**config.mk**
```make
export PLATFORM = sky130hd
export DESIGN_NAME = accel_spi_reader
export DESIGN_NICKNAME = d
export VERILOG_FILES = /design/src/rtl/accel_spi_reader.sv
export SDC_FILE = /design/constraint.sdc
export NUM_CORES = 1
export LEC_CHECK = 0
export ABC_CLOCK_PERIOD_IN_PS = 4200
export CAP_MARGIN = 10
export CORE_MARGIN = 5
export CORE_UTILIZATION = 35
export DETAILED_ROUTE_END_ITERATION = 10
export GPL_ROUTABILITY_DRIVEN = 0
export PLACE_DENSITY = 0.57
export REMOVE_ABC_BUFFERS = 1
export SYNTH_ARGS = -nofsm -noshare
export SYNTH_HDL_FRONTEND = slang
export SYNTH_SLANG_ARGS = --single-unit
```
**constraint.sdc**
```tcl
create_clock -name CLK -period 4.2 [get_ports CLK]
set_clock_uncertainty 0.2 [all_clocks]
set_input_delay 0.84 -clock CLK [delete_from_list [all_inputs] [get_ports CLK]]
set_output_delay 0.84 -clock CLK [all_outputs]
set_load 0.005 [all_outputs]
```
**src/rtl/accel_spi_reader.sv**
```systemverilog
// ADXL345 single-axis reader: configures the sensor over SPI mode 3, then samples one axis and scales it to signed 8 bits.
// Latency: G_DATA/G_VALID update on the CLK edge where SPI_CS_N rises, CLK_DIV cycles after the last SCLK rising edge.
// Backpressure: none; a sample tick that arrives while a read is in flight (or during the CS-high gap) is dropped.
//
// Ports:
//   CLK, RST_N          - system clock, asynchronous active-low reset
//   SPI_CS_N, SPI_SCLK  - chip select and SPI clock (mode 3, SCLK idles high)
//   SPI_SDO, SPI_SDI    - serial data to / from the sensor, MSB first
//   G_DATA, G_VALID     - saturated signed axis value and its one-cycle update strobe
//   READY               - high once both configuration writes have completed
//
// Optional feature macro: ACCEL_AVG_EN -- when defined, G_DATA is the scaled sum of every
// 4 consecutive reads and G_VALID pulses once per group of four.

module accel_spi_reader #(
    parameter int unsigned CLK_DIV     = 25,
    parameter int unsigned STARTUP_CYC = 100000,
    parameter int unsigned SAMPLE_DIV  = 500000,
    parameter logic [5:0]  AXIS_ADDR   = 6'h32
) (
    input  logic       CLK,
    input  logic       RST_N,
    output logic       SPI_CS_N,
    output logic       SPI_SCLK,
    output logic       SPI_SDO,
    input  logic       SPI_SDI,
    output logic [7:0] G_DATA,
    output logic       G_VALID,
    output logic       READY
);

    localparam int HPW = (CLK_DIV > 1) ? $clog2(CLK_DIV) : 1;
    localparam int GPW = $clog2(2 * CLK_DIV + 1);
    localparam int SCW = $clog2(STARTUP_CYC + 1);
    localparam int SPW = $clog2(SAMPLE_DIV + 1);

    localparam logic [HPW-1:0] HP_LAST    = HPW'(CLK_DIV - 1);
    localparam logic [GPW-1:0] GAP_LOAD   = GPW'(2 * CLK_DIV);
    localparam logic [SCW-1:0] START_LAST = SCW'(STARTUP_CYC - 1);
    localparam logic [SPW-1:0] SAMP_LAST  = SPW'(SAMPLE_DIV - 1);

    // Half-period boundary at which CS is released: 2*bits edges, then one more half-period.
    localparam logic [5:0] HP_END_16 = 6'd33;
    localparam logic [5:0] HP_END_24 = 6'd49;

    localparam logic [2:0] S_WAIT_START = 3'd0;
    localparam logic [2:0] S_WR_FMT     = 3'd1;
    localparam logic [2:0] S_WR_PWR     = 3'd2;
    localparam logic [2:0] S_IDLE       = 3'd3;
    localparam logic [2:0] S_READ       = 3'd4;
    localparam logic [2:0] S_UPDATE     = 3'd5;

    logic [2:0]     state_q, state_d;
    logic [SCW-1:0] start_cnt_q;
    logic [SPW-1:0] samp_cnt_q;
    logic [GPW-1:0] gap_q;

    logic           busy_q;
    logic [HPW-1:0] hp_cnt_q;
    logic [5:0]     hp_idx_q;
    logic [5:0]     hp_end_at_q;
    logic [23:0]    tx_q;
    logic [15:0]    rx_q;
    logic           cs_n_q, sclk_q, sdo_q;

    logic           ready_q, g_valid_q;
    logic [7:0]     g_data_q;

    logic           hp_end, xfer_done, tick, gap_zero;
    logic [5:0]     hp_num;
    logic           go;
    logic [23:0]    go_tx;
    logic [5:0]     go_end;

    logic [15:0]        raw;
    logic signed [17:0] raw_ext;

    function automatic logic [7:0] sat8(input logic signed [17:0] v);
        if (v > 18'sd127) begin
            return 8'h7F;
        end else if (v < -18'sd128) begin
            return 8'h80;
        end
        return v[7:0];
    endfunction

    assign hp_end    = busy_q && (hp_cnt_q == HP_LAST);
    assign hp_num    = hp_idx_q + 6'd1;
    assign xfer_done = hp_end && (hp_num == hp_end_at_q);
    assign tick      = ready_q && (samp_cnt_q == SAMP_LAST);
    assign gap_zero  = (gap_q == '0);

    // rx_q holds MISO bits 8..23 in arrival order: low byte first, then high byte.
    assign raw     = {rx_q[7:0], rx_q[15:8]};
    assign raw_ext = {{2{raw[15]}}, raw};

    always_comb begin
        state_d = state_q;
        go      = 1'b0;
        go_tx   = 24'h000000;
        go_end  = HP_END_16;
        case (state_q)
            S_WAIT_START: begin
                if (start_cnt_q == START_LAST) state_d = S_WR_FMT;
            end
            S_WR_FMT: begin
                go_tx = {8'h31, 8'h00, 8'h00};
                go    = !busy_q && gap_zero;
                if (xfer_done) state_d = S_WR_PWR;
            end
            S_WR_PWR: begin
                go_tx = {8'h2D, 8'h08, 8'h00};
                go    = !busy_q && gap_zero;
                if (xfer_done) state_d = S_IDLE;
            end
            S_IDLE: begin
                go_tx  = {1'b1, 1'b1, AXIS_ADDR, 16'h0000};
                go_end = HP_END_24;
                // A tick landing in the CS-high gap is dropped like any other busy-time tick.
                go     = tick && !busy_q && gap_zero;
                if (go) state_d = S_READ;
            end
            S_READ: begin
                if (xfer_done) state_d = S_UPDATE;
            end
            S_UPDATE: begin
                state_d = S_IDLE;
            end
            default: state_d = S_WAIT_START;
        endcase
    end

    always_ff @(posedge CLK or negedge RST_N) begin
        if (!RST_N) begin
            state_q     <= S_WAIT_START;
            start_cnt_q <= '0;
            samp_cnt_q  <= '0;
            gap_q       <= '0;
            ready_q     <= 1'b0;
        end else begin
            state_q <= state_d;
            if (state_q == S_WAIT_START) start_cnt_q <= start_cnt_q + 1'b1;

            // Free-running sample timer, phase-locked to the rise of READY.
            if (!ready_q || samp_cnt_q == SAMP_LAST) samp_cnt_q <= '0;
            else                                     samp_cnt_q <= samp_cnt_q + 1'b1;

            if (xfer_done)      gap_q <= GAP_LOAD;
            else if (!gap_zero) gap_q <= gap_q - 1'b1;

            if (xfer_done && state_q == S_WR_PWR) ready_q <= 1'b1;
        end
    end

    // SPI shifter. Odd half-period boundaries are SCLK falls, even ones are rises.
    always_ff @(posedge CLK or negedge RST_N) begin
        if (!RST_N) begin
            busy_q      <= 1'b0;
            hp_cnt_q    <= '0;
            hp_idx_q    <= '0;
            hp_end_at_q <= HP_END_16;
            tx_q        <= '0;
            rx_q        <= '0;
            cs_n_q      <= 1'b1;
            sclk_q      <= 1'b1;
            sdo_q       <= 1'b0;
        end else if (go) begin
            busy_q      <= 1'b1;
            cs_n_q      <= 1'b0;
            sdo_q       <= go_tx[23];
            tx_q        <= {go_tx[22:0], 1'b0};
            hp_cnt_q    <= '0;
            hp_idx_q    <= '0;
            hp_end_at_q <= go_end;
        end else if (busy_q) begin
            if (hp_end) begin
                hp_cnt_q <= '0;
                hp_idx_q <= hp_num;
                if (xfer_done) begin
                    busy_q <= 1'b0;
                    cs_n_q <= 1'b1;
                    sdo_q  <= 1'b0;
                end else if (hp_num[0]) begin
                    sclk_q <= 1'b0;
                    // Bit 0 is already on the line before the first fall.
                    if (hp_num != 6'd1) begin
                        sdo_q <= tx_q[23];
                        tx_q  <= {tx_q[22:0], 1'b0};
                    end
                end else begin
                    sclk_q <= 1'b1;
                    rx_q   <= {rx_q[14:0], SPI_SDI};
                end
            end else begin
                hp_cnt_q <= hp_cnt_q + 1'b1;
            end
        end
    end

`ifdef ACCEL_AVG_EN
    logic signed [17:0] acc_q;
    logic [1:0]         rd_cnt_q;
    logic signed [17:0] sum;

    assign sum = acc_q + raw_ext;

    always_ff @(posedge CLK or negedge RST_N) begin
        if (!RST_N) begin
            acc_q     <= '0;
            rd_cnt_q  <= '0;
            g_data_q  <= 8'h00;
            g_valid_q <= 1'b0;
        end else begin
            g_valid_q <= 1'b0;
            if (xfer_done && state_q == S_READ) begin
                if (rd_cnt_q == 2'd3) begin
                    g_data_q  <= sat8(sum >>> 4);
                    g_valid_q <= 1'b1;
                    acc_q     <= '0;
                    rd_cnt_q  <= '0;
                end else begin
                    acc_q    <= sum;
                    rd_cnt_q <= rd_cnt_q + 1'b1;
                end
            end
        end
    end
`else
    always_ff @(posedge CLK or negedge RST_N) begin
        if (!RST_N) begin
            g_data_q  <= 8'h00;
            g_valid_q <= 1'b0;
        end else begin
            g_valid_q <= 1'b0;
            if (xfer_done && state_q == S_READ) begin
                g_data_q  <= sat8(raw_ext >>> 2);
                g_valid_q <= 1'b1;
            end
        end
    end
`endif

    assign SPI_CS_N = cs_n_q;
    assign SPI_SCLK = sclk_q;
    assign SPI_SDO  = sdo_q;
    assign G_DATA   = g_data_q;
    assign G_VALID  = g_valid_q;
    assign READY    = ready_q;

endmodule

```
Word level (Yosys, flattened, before mapping)

Index checks and enable logic that the tools add are counted.

Bits of input ports: 3
Word-level logic and storage cells: 117
Flip-flop bits (word level): 116
Output and inout bits: 13

Mux-type cells: 46
Equal/unequal tests: 17
Reductions and logical operators: 28
$lt $le $gt $ge: 2
Add/sub/neg operators: 5
Bitwise operators: 3

Operator list:

| cell                                                           | count |
|---|---|
| 2-to-1 mux 24 bit                                              | 6 |
| case mux 24 bit (3 select lines)                               | 1 |
| 2-to-1 mux 6 bit                                               | 5 |
| 2-to-1 mux 8 bit                                               | 3 |
| 2-to-1 mux 5 bit                                               | 4 |
| adder 19 x 1 -> 19 bit, second input constant                  | 1 |
| equality test 19 bit, second input constant                    | 1 |
| 2-to-1 mux 1 bit                                               | 19 |
| 2-to-1 mux 19 bit                                              | 1 |
| case mux 3 bit (6 select lines)                                | 1 |
| adder 17 x 1 -> 17 bit, second input constant                  | 1 |
| equality test 17 bit, second input constant                    | 1 |
| 2-to-1 mux 3 bit                                               | 5 |
| AND reduction 5 bit                                            | 3 |
| greater-than comparator 14 x 8 -> 1 bit, second input constant | 1 |
| less-than comparator 14 x 8 -> 1 bit, second input constant    | 1 |
| != test 2 bit, second input constant                           | 6 |
| nonzero test 2 bit                                             | 5 |
| logical AND 1 bit                                              | 8 |
| AND reduction 4 bit                                            | 2 |
| adder 6 x 1 -> 6 bit, second input constant                    | 1 |
| equality test 3 x 2 -> 1 bit, second input constant            | 2 |
| equality test 3 bit, second input constant                     | 2 |
| equality test 6 bit                                            | 1 |
| other kinds (16)                                               | 20 |

Logic depth before layout (Yosys ltp)

Depth after elaboration: 8
Gate-level depth with buffers: 10
Gate-level depth less buffers: 8

Least setup slack after synthesis

Ideal clock, no wire load.

Kind: flip-flop to flip-flop
From: reg hp_idx_q[0]
To: reg rx_q[0]
Slack: 1.676 ns
Library setup time: 0.125 ns
Stages on the path, launching flop included: 9
Required time: 3.875 ns
Path buffers: 2
Arrival: 2.199 ns
Clock period less this slack: 2.524 ns
Cells stage by stage: dfrtp_1 ha_1 nor4b_1 a31oi_2 a211oi_4 or3_1 buf_6 buf_12 mux2_4

Cells in the longest elaborated chain, start to end: 5
Elaborated cells on any way between the ends: 6
Classes of those cells: 1 x add/sub; 1 x eq/ne; 2 x bitwise; 2 x reduce/logical

Ends and longest elaborated chain:

| item                            | line | RTL |
|---|---|---|
| start, declared                 | 60   | `logic [5:0] hp_idx_q;` |
| start signal, assigned          | 178  | `hp_idx_q <= hp_num;` |
| adder 6 x 1 -> 6 bit *          | 88   | `assign hp_num = hp_idx_q + 6'd1;` |
| equality test 6 bit             | 89   | `assign xfer_done = hp_end && (hp_num == hp_end_at_q);` |
| logical AND 1 bit               | 89   |  |
| NOT 1 bit (no line)             | --   |  |
| AND reduction 5 bit (no line) * | --   |  |
| end signal, assigned            | 192  | `rx_q <= {rx_q[14:0], SPI_SDI};` |
| end, declared                   | 63   | `logic [15:0] rx_q;` |

Mark *: on every way between the ends. The rest lies on a longest branch, timed or not.
A chain may end at the register's enable or synchronous reset.

Worst setup path in the final report

From: reg hp_idx_q[0]
To: reg rx_q[2]

The elaborated chain is that of the path after synthesis.

==> flow_metrics.tcl <==
set metrics [dict create \
    grt_setup_unrepaired "false" \
    gr-total-overflow 0 \
    cap_viol_max_count 0 \
    hold_path_class "flip-flop to flip-flop" \
    grtUsageTotal_pct 11.2 \
    dr.pass1.iters 6 \
    postRouteWirelength_mm 8.33 \
    pwr_density_cell_nw_per_um2 341 \
    report.final.hold_viol_count 0 \
    seq_area_frac_synth_pct 52.5 \
    netlist_area_sq_um 4720 \
    worstSetupStartpointType "flip-flop" \
    cts_made_buffers 9 \
    run_status "completed" \
    floorplan_core_area_sq_um 13200 \
    tightest_slew_ns 1.09 \
    synth_area_leader_cell "sky130_fd_sc_hd__dfrtp_1" \
    grt_max_degree 87 \
    dr.first_iter.drc_count 119 \
    final.setup.tns_ns 0 \
    yosys_warnings 0 \
    power.leakage_nw 2.42 \
    placement_rows 42 \
    timing.critical_path.to_type "flip-flop" \
    final_nets 453 \
    floorplan.die_area_sq_um 15900 \
    floorplan.initialDensity_pct 35.7 \
    cts_hold_buf 0 \
    critPathArrivalTime_ns 3.14 \
    root_buffer "sky130_fd_sc_hd__clkbuf_16" \
    htreeDepth 3 \
    timing.final.setup_violations 0 \
    total_number_of_vias 3039 \
    synth.avg_cell_area_sq_um 11.1 \
    ys_async_sr_fraction_pct 100 \
    clk_path_buf_depth 2 \
    top_cells_by_area_synth "sky130_fd_sc_hd__dfrtp_1 51%, sky130_fd_sc_hd__xnor2_1 4.5%, sky130_fd_sc_hd__mux2i_1 4.0%" \
    post_cts.repair.setup_buffers 0 \
    grt_antenna_before_repair 0 \
    cts_num_sinks 99 \
    finalWorstSetupSlack_ns 1.09 \
    yosys_register_bits 99 \
    cts_repair_resize_count 0 \
    max_freq_ghz 0.321 \
    cp.required_ns 4.23 \
    area_growth_pct 12.7 \
    diodes 0 \
    post_drt_via_cell_ratio 4.88 \
    synthDominantCellAreaShare_pct 51.4 \
    cp_max_fo 17 \
    detail_route.drc_violations 0 \
    relSlewSlack_pct 27.6 \
    vdd.ir_drop.worst_v 0.000182 \
    route.antenna.remaining_nets 0 \
    die_height_microns 126 \
    path_clk_slew_ns 0.07 \
    edff_count_synth 0 \
    min_period_ns 3.11 \
    top_level_ports 16 \
    post-place-ws_ns 1.08 \
    postSynth.topFlopCell "sky130_fd_sc_hd__dfrtp_1" \
    fraction_of_layout_cells_with_a_size_suffix_above_1_pct 11.9 \
    tritoncts "yes" \
    final_clock_period_utilization_by_the_worst_path_pct 74.1 \
    post_synth_num_cell_types 57 \
    buffer_ports.inserted 15 \
    grt_pass1_vias 3096 \
    place.detailed.hpwl_mm 5.61 \
    first_pass_grt_wire_length_mm 14.6 \
    postSynthCellCount 426 \
    report.final.slew_viol_count 0 \
    avgRoutedWirePerCell_microns 13.4 \
    clock_insertion_delay_worst_skew_ns 0.35 \
    dieWidth_microns 126 \
    crit_type "flip-flop to flip-flop" \
]
[logic make-up (layout without fill, tap and decap cells)]
logic type	count (synthesis)	in the layout	synth area share, %
fa+ha+maj	8	8	2.12
simple gates	168	168	18.8
xor+xnor	44	44	8.45
flops	99	99	52.5
buf+inv	28	49	3.18
compound gates	41	41	5.67
mux	38	38	9.27
[per-layer routing]
layer | track usage, % | vias to the layer above | wire, microns
met5 | 0 | - | 0
met3 | 2.92 | 7 | 195
met1 | 13.5 | 1517 | 3870
li1 | - | 1495 | -
met2 | 18.8 | 20 | 4130
met4 | 4.92 | 0 | 133
[cell usage after synthesis (all sizes together) (3+ instances only)]
master  number
mux2        19
xor2        19
nor3        11
a21oi       16
and2         5
nor4         4
nor2        46
dfrtp       97
ha           8
nor4b        4
a21o         3
buf          7
mux2i       19
nand2b       4
inv         15
nand3b       4
nand2       35
o21ai       12
and3        13
xnor2       24
nor2b        4
or3          5
clkbuf       6
nand3       19
nand4        8
[worst paths after layout]
check	startpoint	to	slack (ns)	cells after the start
worst max-delay path	hp_idx_q[0]	rx_q[2]	1.09	6
max in group asynchronous	RST_N	rx_q[3]	2.47	2
worst min-delay path	start_cnt_q[16]	start_cnt_q[16]	0.28	1
min in group asynchronous	RST_N	hp_cnt_q[1]	0.47	1
worst min register to register	start_cnt_q[16]	start_cnt_q[16]	0.28	1
worst max register to register	hp_idx_q[0]	rx_q[2]	1.09	6
[critical path: stages (launching register included)]
cell	delay, ns
sky130_fd_sc_hd__dfrtp_1	0.46
sky130_fd_sc_hd__ha_1	0.28
sky130_fd_sc_hd__nor4b_1	0.39
sky130_fd_sc_hd__a31oi_2	0.10
sky130_fd_sc_hd__a211oi_4	0.42
sky130_fd_sc_hd__or3_1	0.73
sky130_fd_sc_hd__mux2_2	0.41
[per-stage QoR]
stage	util, %	total power [W]	area (sq um)	cells	hold slack, ns
6_report	40.2	0.00182	5320	623	0.281
5_1_grt	40.2	0.00189	5320	623	0.306
4_1_cts	40.2	0.00185	5320	623	0.282
3_5_place_dp	37.9	0.000995	5020	607	0.269
3_3_place_gp	37.9	0.000995	5020	607	0.262
2_1_floorplan	-	0.000973	4630	413	0.246
[cell type report]
| class | count | area, sq um |
|---|---|---|
| Timing Repair Buffer | 18 | 170 |
| Tap cell | 176 | 220 |
| Clock inverter | 6 | 75.1 |
| Sequential cell | 99 | 2480 |
| Clock buffer | 10 | 229 |
| Fill cell | 1323 | 7920 |
| Inverter | 15 | 56.3 |
| Multi-Input combinational cell | 299 | 2090 |
[state kept, by name (all words and copies together) (netlist names)]
name,count
start_cnt_q,17
busy_q,1
READY,1
rx_q,16
SPI_SCLK,1
hp_end_at_q,1
SPI_SDO,1
hp_cnt_q,5
gap_q,6
samp_cnt_q,19
G_VALID,1
G_DATA,8
hp_idx_q,6
state_q,3
tx_q,12
SPI_CS_N,1
[where the power goes]
part           internal, W  leakage [nW]  switching, W
sequential        0.000953          1.36   0.000000414
combinational   0.00000275         0.919     0.0000183
clock             0.000470         0.145      0.000372
[cell usage in the layout (no fill, tap or decap), types with 8 or more instances in the layout]
cell type and instances:
sky130_fd_sc_hd__o21ai_0 11, sky130_fd_sc_hd__nand3_1 18, sky130_fd_sc_hd__inv_1 15, sky130_fd_sc_hd__mux2_2 8
sky130_fd_sc_hd__nor3_1 10, sky130_fd_sc_hd__a21oi_1 16, sky130_fd_sc_hd__dfrtp_1 97, sky130_fd_sc_hd__mux2i_1 19
sky130_fd_sc_hd__xnor2_1 24, sky130_fd_sc_hd__nand2_1 33, sky130_fd_sc_hd__nand4_1 8, sky130_fd_sc_hd__mux2_4 9
sky130_fd_sc_hd__xor2_1 19, sky130_fd_sc_hd__clkbuf_16 9, sky130_fd_sc_hd__and3_1 13, sky130_fd_sc_hd__nor2_1 44
sky130_fd_sc_hd__clkdlybuf4s50_1 14, sky130_fd_sc_hd__ha_1 8
Power figures use the tool's default switching activity.
